===== src/rtl/neuron_mac.sv =====
// rtl/neuron_mac.sv - serial multiply-accumulate neuron with saturated fixed-point output
module neuron_mac #(
  parameter int DWIDTH = 16,
  parameter int IWIDTH = 64,
  parameter int FRAC   = 9
) (
  input  logic                       clk,
  input  logic                       rst,
  input  logic                       start,
  input  logic [DWIDTH-1:0]          bias,
  input  logic [DWIDTH-1:0]          k,
  input  logic [DWIDTH-1:0]          w,
  input  logic                       in_valid,
  output logic                       in_ready,
  output logic [$clog2(IWIDTH)-1:0]  term_idx,
  output logic                       busy,
  output logic                       out_valid,
  output logic [DWIDTH-1:0]          result
);

  localparam int IDXW = $clog2(IWIDTH);
  localparam int PW   = 2 * DWIDTH;
  localparam int ACCW = PW + IDXW;

  localparam logic [IDXW-1:0] LAST_IDX = IDXW'(IWIDTH - 1);
  localparam logic signed [ACCW-1:0] SAT_MAX =
    {{(ACCW-DWIDTH+1){1'b0}}, {(DWIDTH-1){1'b1}}};
  localparam logic signed [ACCW-1:0] SAT_MIN =
    {{(ACCW-DWIDTH+1){1'b1}}, {(DWIDTH-1){1'b0}}};

  typedef enum logic [1:0] {
    S_IDLE = 2'd0,
    S_ACC  = 2'd1,
    S_OUT  = 2'd2
  } state_t;

  state_t                   state_q, state_d;
  logic signed [ACCW-1:0]   acc_q, acc_d;
  logic [IDXW-1:0]          idx_q, idx_d;
  logic [DWIDTH-1:0]        result_q, result_d;

  logic signed [PW-1:0]     prod;
  logic signed [PW-1:0]     prod_sh;
  logic signed [ACCW-1:0]   term_ext;
  logic signed [ACCW-1:0]   bias_ext;
  logic signed [ACCW-1:0]   acc_sum;

  // The accumulator is wide enough that only the final value needs clamping.
  function automatic logic [DWIDTH-1:0] sat(input logic signed [ACCW-1:0] a);
    if (a > SAT_MAX)
      return {1'b0, {(DWIDTH-1){1'b1}}};
    else if (a < SAT_MIN)
      return {1'b1, {(DWIDTH-1){1'b0}}};
    else
      return a[DWIDTH-1:0];
  endfunction

  // Full-precision product, rescaled by an arithmetic shift (rounds toward -inf).
  assign prod     = $signed(k) * $signed(w);
  assign prod_sh  = prod >>> FRAC;
  assign term_ext = {{(ACCW-PW){prod_sh[PW-1]}}, prod_sh};
  assign bias_ext = {{(ACCW-DWIDTH){bias[DWIDTH-1]}}, bias};
  assign acc_sum  = acc_q + term_ext;

  // Next-state logic: load bias on start, accumulate accepted terms, publish once.
  always_comb begin
    state_d  = state_q;
    acc_d    = acc_q;
    idx_d    = idx_q;
    result_d = result_q;
    unique case (state_q)
      S_IDLE: begin
        if (start) begin
          acc_d   = bias_ext;
          idx_d   = '0;
          state_d = S_ACC;
        end
      end
      S_ACC: begin
        if (in_valid) begin
          acc_d = acc_sum;
          if (idx_q == LAST_IDX) begin
            idx_d    = '0;
            result_d = sat(acc_sum);
            state_d  = S_OUT;
          end else begin
            idx_d = idx_q + IDXW'(1);
          end
        end
      end
      S_OUT: begin
        state_d = S_IDLE;
      end
      default: begin
        state_d = S_IDLE;
      end
    endcase
  end

  // State and datapath registers with synchronous reset.
  always_ff @(posedge clk) begin
    if (rst) begin
      state_q  <= S_IDLE;
      acc_q    <= '0;
      idx_q    <= '0;
      result_q <= '0;
    end else begin
      state_q  <= state_d;
      acc_q    <= acc_d;
      idx_q    <= idx_d;
      result_q <= result_d;
    end
  end

  assign in_ready  = (state_q == S_ACC);
  assign busy      = (state_q != S_IDLE);
  assign out_valid = (state_q == S_OUT);
  assign term_idx  = idx_q;
  assign result    = result_q;

endmodule


===== config.mk =====
export PLATFORM = sky130hd
export DESIGN_NAME = neuron_mac
export DESIGN_NICKNAME = d
export VERILOG_FILES = /design/src/rtl/neuron_mac.sv
export SDC_FILE = /design/constraint.sdc
export NUM_CORES = 1
export LEC_CHECK = 0
export BUFFER_PORTS_ARGS = -buffer_cell sky130_fd_sc_hd__buf_4
export CORE_MARGIN = 3
export CORE_UTILIZATION = 55
export CTS_CLUSTER_DIAMETER = 120
export DETAILED_ROUTE_END_ITERATION = 16
export PLACE_DENSITY = 0.73
export SYNTH_ARGS = -nofsm -noshare
export SYNTH_HDL_FRONTEND = slang
export SYNTH_SLANG_ARGS = --single-unit
export TNS_END_PERCENT = 100

===== constraint.sdc =====
create_clock -name clk -period 23.1 [get_ports clk]
set_clock_uncertainty 0.2 [all_clocks]
set_input_delay 4.62 -clock clk [delete_from_list [all_inputs] [get_ports clk]]
set_output_delay 4.62 -clock clk [all_outputs]
set_load 0.01 [all_outputs]

==> metrics.txt, run 1 <==
Max Slew Vio Count 0; DRT Wirelength 36500 µm; Top FF cell, synth dfxtp_1; RSZ-0062 raised after global routing no; Synth Instances 1703; Initial Utilization 56.7%; PostCTS Resize Cnt 0; Die Y 168 µm; I/O pins 77; most frequent cells in the layout inv_1, fa_1, nand2_1; dpl cells 2043; Slew @ Worst Pin 1.11 ns; count of cell types in the netlist 73; via count 11900; Crit Path Category input port to flop; asr flop ratio synth 0%; CTS tree done; # rows 58; 1st-iter DRT viols 817; drt pass-1 iters 5; GRT overflow 0; Hold Path Class flop to flop; global-route wire length before repair 61200 µm; Final period util 65.1%; final HPWL from detailed placement 28500 µm; total track usage 26.4%; Post-Syn Area 0.0145 mm²; commonest non-fill, non-tap cell in the layout inv_1; synthesized net count 2136; Slew HR 26.0%; vias per cell 5.77; Reg clk slew, reported paths 0.06 ns; fin cells 2059; Ys Warns 0; Area Overhead vs Synth 7.02%; Critical Path AT 15.01 ns; htree depth 3; crit-path leading delay family adder cells; remaining routing DRC violations 0; postcts setup bufs 0; Slowest cell on crit path fa_1; die span in x 168 µm; number of nets still failing antenna checks after routing 0; Routed WL per cell 17.7 µm; placer congestion estimate 0.955; Final TNS setup 0 ns; worst path buffer plus inverter count 3; CTS root buffer clkbuf_16; Worst path most repeated cell fa_1; register area share after synthesis 8.57%; CP Capture Type flop; flops & latches, synth 62; layout cells sized above 1 7.00%; Req. time, crit path 23.06 ns; # nets final 2157; Port Buffer Count 76; Worst Path Max Fanout 16; Worst-Skew Late Latency 0.34 ns; largest net degree at the start of global routing 38; CTS Buffer Depth 2; max-cap viol count 0; vias in the first global route 12300; die area 0.0283 mm²; final setup fails 0; diodes inserted 0; initial antenna violation count 0; f_max 0.0665 GHz; Post-synth EDFFs 0; CP startpoint kind input port; clock sink total 62; cts hold-fix bufs 0; final worst path period need 15.04 ns; Mapped Avg Cell Area 8.51 µm²; Hold Fails Final Rpt 0; core area 0.0255 mm²; total CTS buffers 9; status complete, no violations; CP max stage delay 0.87 ns
-- synth_stat cells, drive strengths merged, types with 5 or more instances --
cell type / count / area [µm²]
inv: 306 / 1150
nor3: 12 / 60.1
a21o: 18 / 139
a211oi: 8 / 65.1
xor2: 24 / 210
and4: 5 / 43.8
o221ai: 13 / 114
or4: 6 / 53.8
o21a: 12 / 90.1
o211ai: 8 / 60.1
nand2b: 13 / 81.3
nor2b: 5 / 31.3
a21oi: 102 / 510
and2: 118 / 738
xnor2: 37 / 324
nor4: 14 / 87.6
o221a: 5 / 56.3
ha: 119 / 1490
dfxtp: 62 / 1240
buf: 11 / 90.1
a31oi: 11 / 75.1
nor2: 96 / 360
a21boi: 5 / 37.5
clkbuf: 61 / 230
nand2: 187 / 702
fa: 262 / 5250
a311oi: 6 / 58.8
nand4: 16 / 100
and3: 8 / 55.1
nand3: 15 / 75.1
o21ai: 81 / 405
-- worst min-delay path: stages (launching register included) --
cell     delay, ns
dfxtp_1       0.32
nand2_1       0.05
a21oi_1       0.05
-- final timing paths --
| kind | from | end | slack (ns) | cells after the start |
|---|---|---|---|---|
| setup / recovery | w[2] | result[8] | 8.06 | 34 |
| hold / removal | acc_q[3] | acc_q[3] | 0.27 | 2 |
| setup reg to reg | acc_q[0] | result[0] | 18.08 | 14 |
| hold reg to reg | acc_q[3] | acc_q[3] | 0.27 | 2 |
-- cells by family after synthesis --
| family | synth area share, % |
|---|---|
| AND/OR/NAND/NOR | 17.4 |
| adder cells (fa/ha/maj) | 46.5 |
| buffers and inverters | 10.1 |
| AO/OA/AOI/OAI | 13.6 |
| flip-flops | 8.57 |
| XOR/XNOR | 3.69 |
| multiplexers | 0.138 |
-- per-layer routing --
metal  wire length [µm]  track usage [%]  vias up
met1              15300             35.1     5904
met5                  0                0        -
li1                   -                -     5518
met3               1980             3.92       89
met4               1060             7.68        0
met2              18200             45.1      363
-- per-stage QoR --
step	utilization, %	hold WS (ns)	worst slack (ns)	cell area (µm²)
2_1_floorplan	-	0.236	9.13	14500
3_3_place_gp	59.5	0.252	8.07	15200
3_5_place_dp	59.5	0.257	7.81	15200
4_1_cts	60.7	0.265	8.11	15500
5_1_grt	60.7	0.288	7.34	15500
6_report	60.7	0.268	8.06	15500
-- registers in the layout, indices dropped and copies added, names as in the netlist --
name / count
acc_q: 38
state_q: 2
result: 16
term_idx: 6
-- layout make-up --
cell class                 count  area (µm²)
timing repair buffer          82         616
sequential                    62        1240
clock inverter                 7        80.1
tap                          330         413
inverter                     306        1150
fill                        2267       10000
multi-input combinational   1263       11800
clock buffer                   9         225
Power of run 1 is left out: the tool's default activity adds up to more than one toggle a clock period on the data nets, which glitch-free logic cannot reach.
==> run 2, diff against run 1 <==
Settings changed: ABC_AREA set to 1.
Clock period 23.1 ns to 15.3 ns, I/O delays scaled along.
==> metrics.txt, run 2 <==
Critical Path AT 11.80 ns; GRT overflow 0; final HPWL from detailed placement 35700 µm; postcts setup bufs 0; cts hold-fix bufs 0; worst reg2reg startpoint acc_q[0]; synthesized net count 2749; clock sink total 62; cell taking the most area after synthesis fa_1; count of cell types in the netlist 44; vias in the first global route 14100; Final Instance Area 0.0170 mm²; # nets final 2761; largest net degree at the start of global routing 44; Slowest cell on crit path fa_1; # rows 61; Top FF cell, synth dfxtp_1; Biggest register acc_q; Port Buffer Count 76; placer congestion estimate 0.941; commonest non-fill, non-tap cell in the layout nand2_1; remaining routing DRC violations 0; f_max 0.0848 GHz; register area share after synthesis 7.80%; Worst Path Max Fanout 17; final setup fails 0; Die Y 176 µm; PostCTS Resize Cnt 0; layout cells sized above 1 6.17%; 1st-iter DRT viols 988; CP startpoint kind input port; drt pass-1 iters 5; Critical Path Start w[1]; Hold Worst Slack 0.272 ns; Reg clk slew, reported paths 0.06 ns; top-count cell post-synth nand2_1; Fillers 2650; main area contributors after synthesis fa_1, nand2_1, inv_1; RSZ-0062 raised after global routing no; CTS Buffer Depth 2; final worst path period need 11.79 ns; total CTS buffers 9; Post-DP Area 0.0167 mm²; Crit Path Category input port to flop; Synth Instances 2316; DRT Wirelength 42300 µm; diodes inserted 0; Slew HR 50.5%; Mapped Avg Cell Area 6.87 µm²; htree depth 3; vias per cell 5.18; CTS root buffer clkbuf_16; Worst path most repeated cell nand2_1; total track usage 28.0%; CTS tree done; Post-synth EDFFs 0; most frequent cells in the layout nand2_1, inv_1, fa_1; Final TNS setup 0 ns; Largest register FFs 38; Routed WL per cell 15.6 µm; CP max stage delay 0.80 ns; worst path buffer plus inverter count 4; die area 0.0310 mm²; via count 14100; Worst-Skew Late Latency 0.34 ns; Post-Syn Area 0.0159 mm²; max-cap viol count 0; number of nets still failing antenna checks after routing 0; asr flop ratio synth 0%; status complete, no violations; Max Slew Vio Count 0; crit-path leading delay family adder cells; Hold Fails Final Rpt 0; Slew @ Worst Pin 0.740 ns; Synth top area share 33.0%; global-route wire length before repair 70300 µm; Synth top cells by count nand2_1, inv_1, fa_1, ha_1, nor2_1; core area 0.0282 mm²; Hold Path Class flop to flop; flops & latches, synth 62; Req. time, crit path 15.31 ns; Initial Utilization 56.5%; I/O pins 77; die span in x 176 µm; CP Capture Type flop; Area Overhead vs Synth 6.68%; Ys Warns 0; initial antenna violation count 0; Final period util 77.1%; hold_sp result[0]
[run 2: cell type report]
class	count	area [µm²]	share of cell area, %
Inverter	594	2230	13.1
Tap cell	378	473	2.79
Multi-Input combinational cell	1580	12100	71.4
Sequential cell	62	1240	7.32
Clock buffer	9	225	1.33
Clock inverter	7	81.3	0.479
Timing Repair Buffer	81	608	3.58
[run 2: cell families (layout without fill, tap and decap cells)]
| logic type | count (synthesis) | in the layout | synth area share (%) |
|---|---|---|---|
| DFF | 62 | 62 | 7.80 |
| xor gates and xnor gates | 39 | 39 | 2.15 |
| buffers and inverters | 674 | 691 | 16.1 |
| adders and majority gates | 381 | 381 | 42.3 |
| and+or+nand+nor | 943 | 943 | 24.0 |
| AOI/OAI and AO/OA | 217 | 217 | 7.60 |
[run 2: worst reg2reg max path, cell delays in order, from the launching register on]
cell     delay (ns)
dfxtp_1        0.33
ha_1           0.35
inv_1          0.09
fa_1           0.42
inv_1          0.19
nand2_1        0.07
nand2_1        0.11
nand3_1        0.09
nand2_2        0.13
nand2_1        0.07
nand2_1        0.23
nand2_1        0.11
nand2_1        0.07
nand2_1        0.06
nand2_1        0.09
nand2_1        0.08
nor2_1         0.10
nand2_1        0.11
nor2_2         0.11
nand3_2        0.12
a21oi_4        0.47
a21oi_1        0.14
[run 2: path summary, 6_finish.rpt]
| kind | slack [ns] | end | cells after the start |
|---|---|---|---|
| worst max-delay path | 3.51 | result[4] | 34 |
| worst min-delay path | 0.27 | result[0] | 2 |
| worst max register to register | 11.42 | result[4] | 21 |
| worst min register to register | 0.27 | result[0] | 2 |
[run 2: through the flow]
step,util (%),worst slack [ns],std cells
final,60.2,3.51,2711
after floorplan,-,4.49,2316
after CTS,60.2,3.61,2711
after global routing,60.2,2.92,2711
after detailed placement,59.1,3.27,2695
after global placement,59.1,3.40,2695
[run 2: per-layer routing]
| metal | GRT usage [%] | vias up | share of wire, % |
|---|---|---|---|
| met2 | 46.7 | 420 | 47 |
| met5 | 0 | - | 0 |
| met4 | 5.87 | 0 | 2.0 |
| met3 | 3.78 | 68 | 6.7 |
| li1 | - | 6830 | - |
| met1 | 39.4 | 6735 | 44 |
Power of run 2 is left out for the same reason.
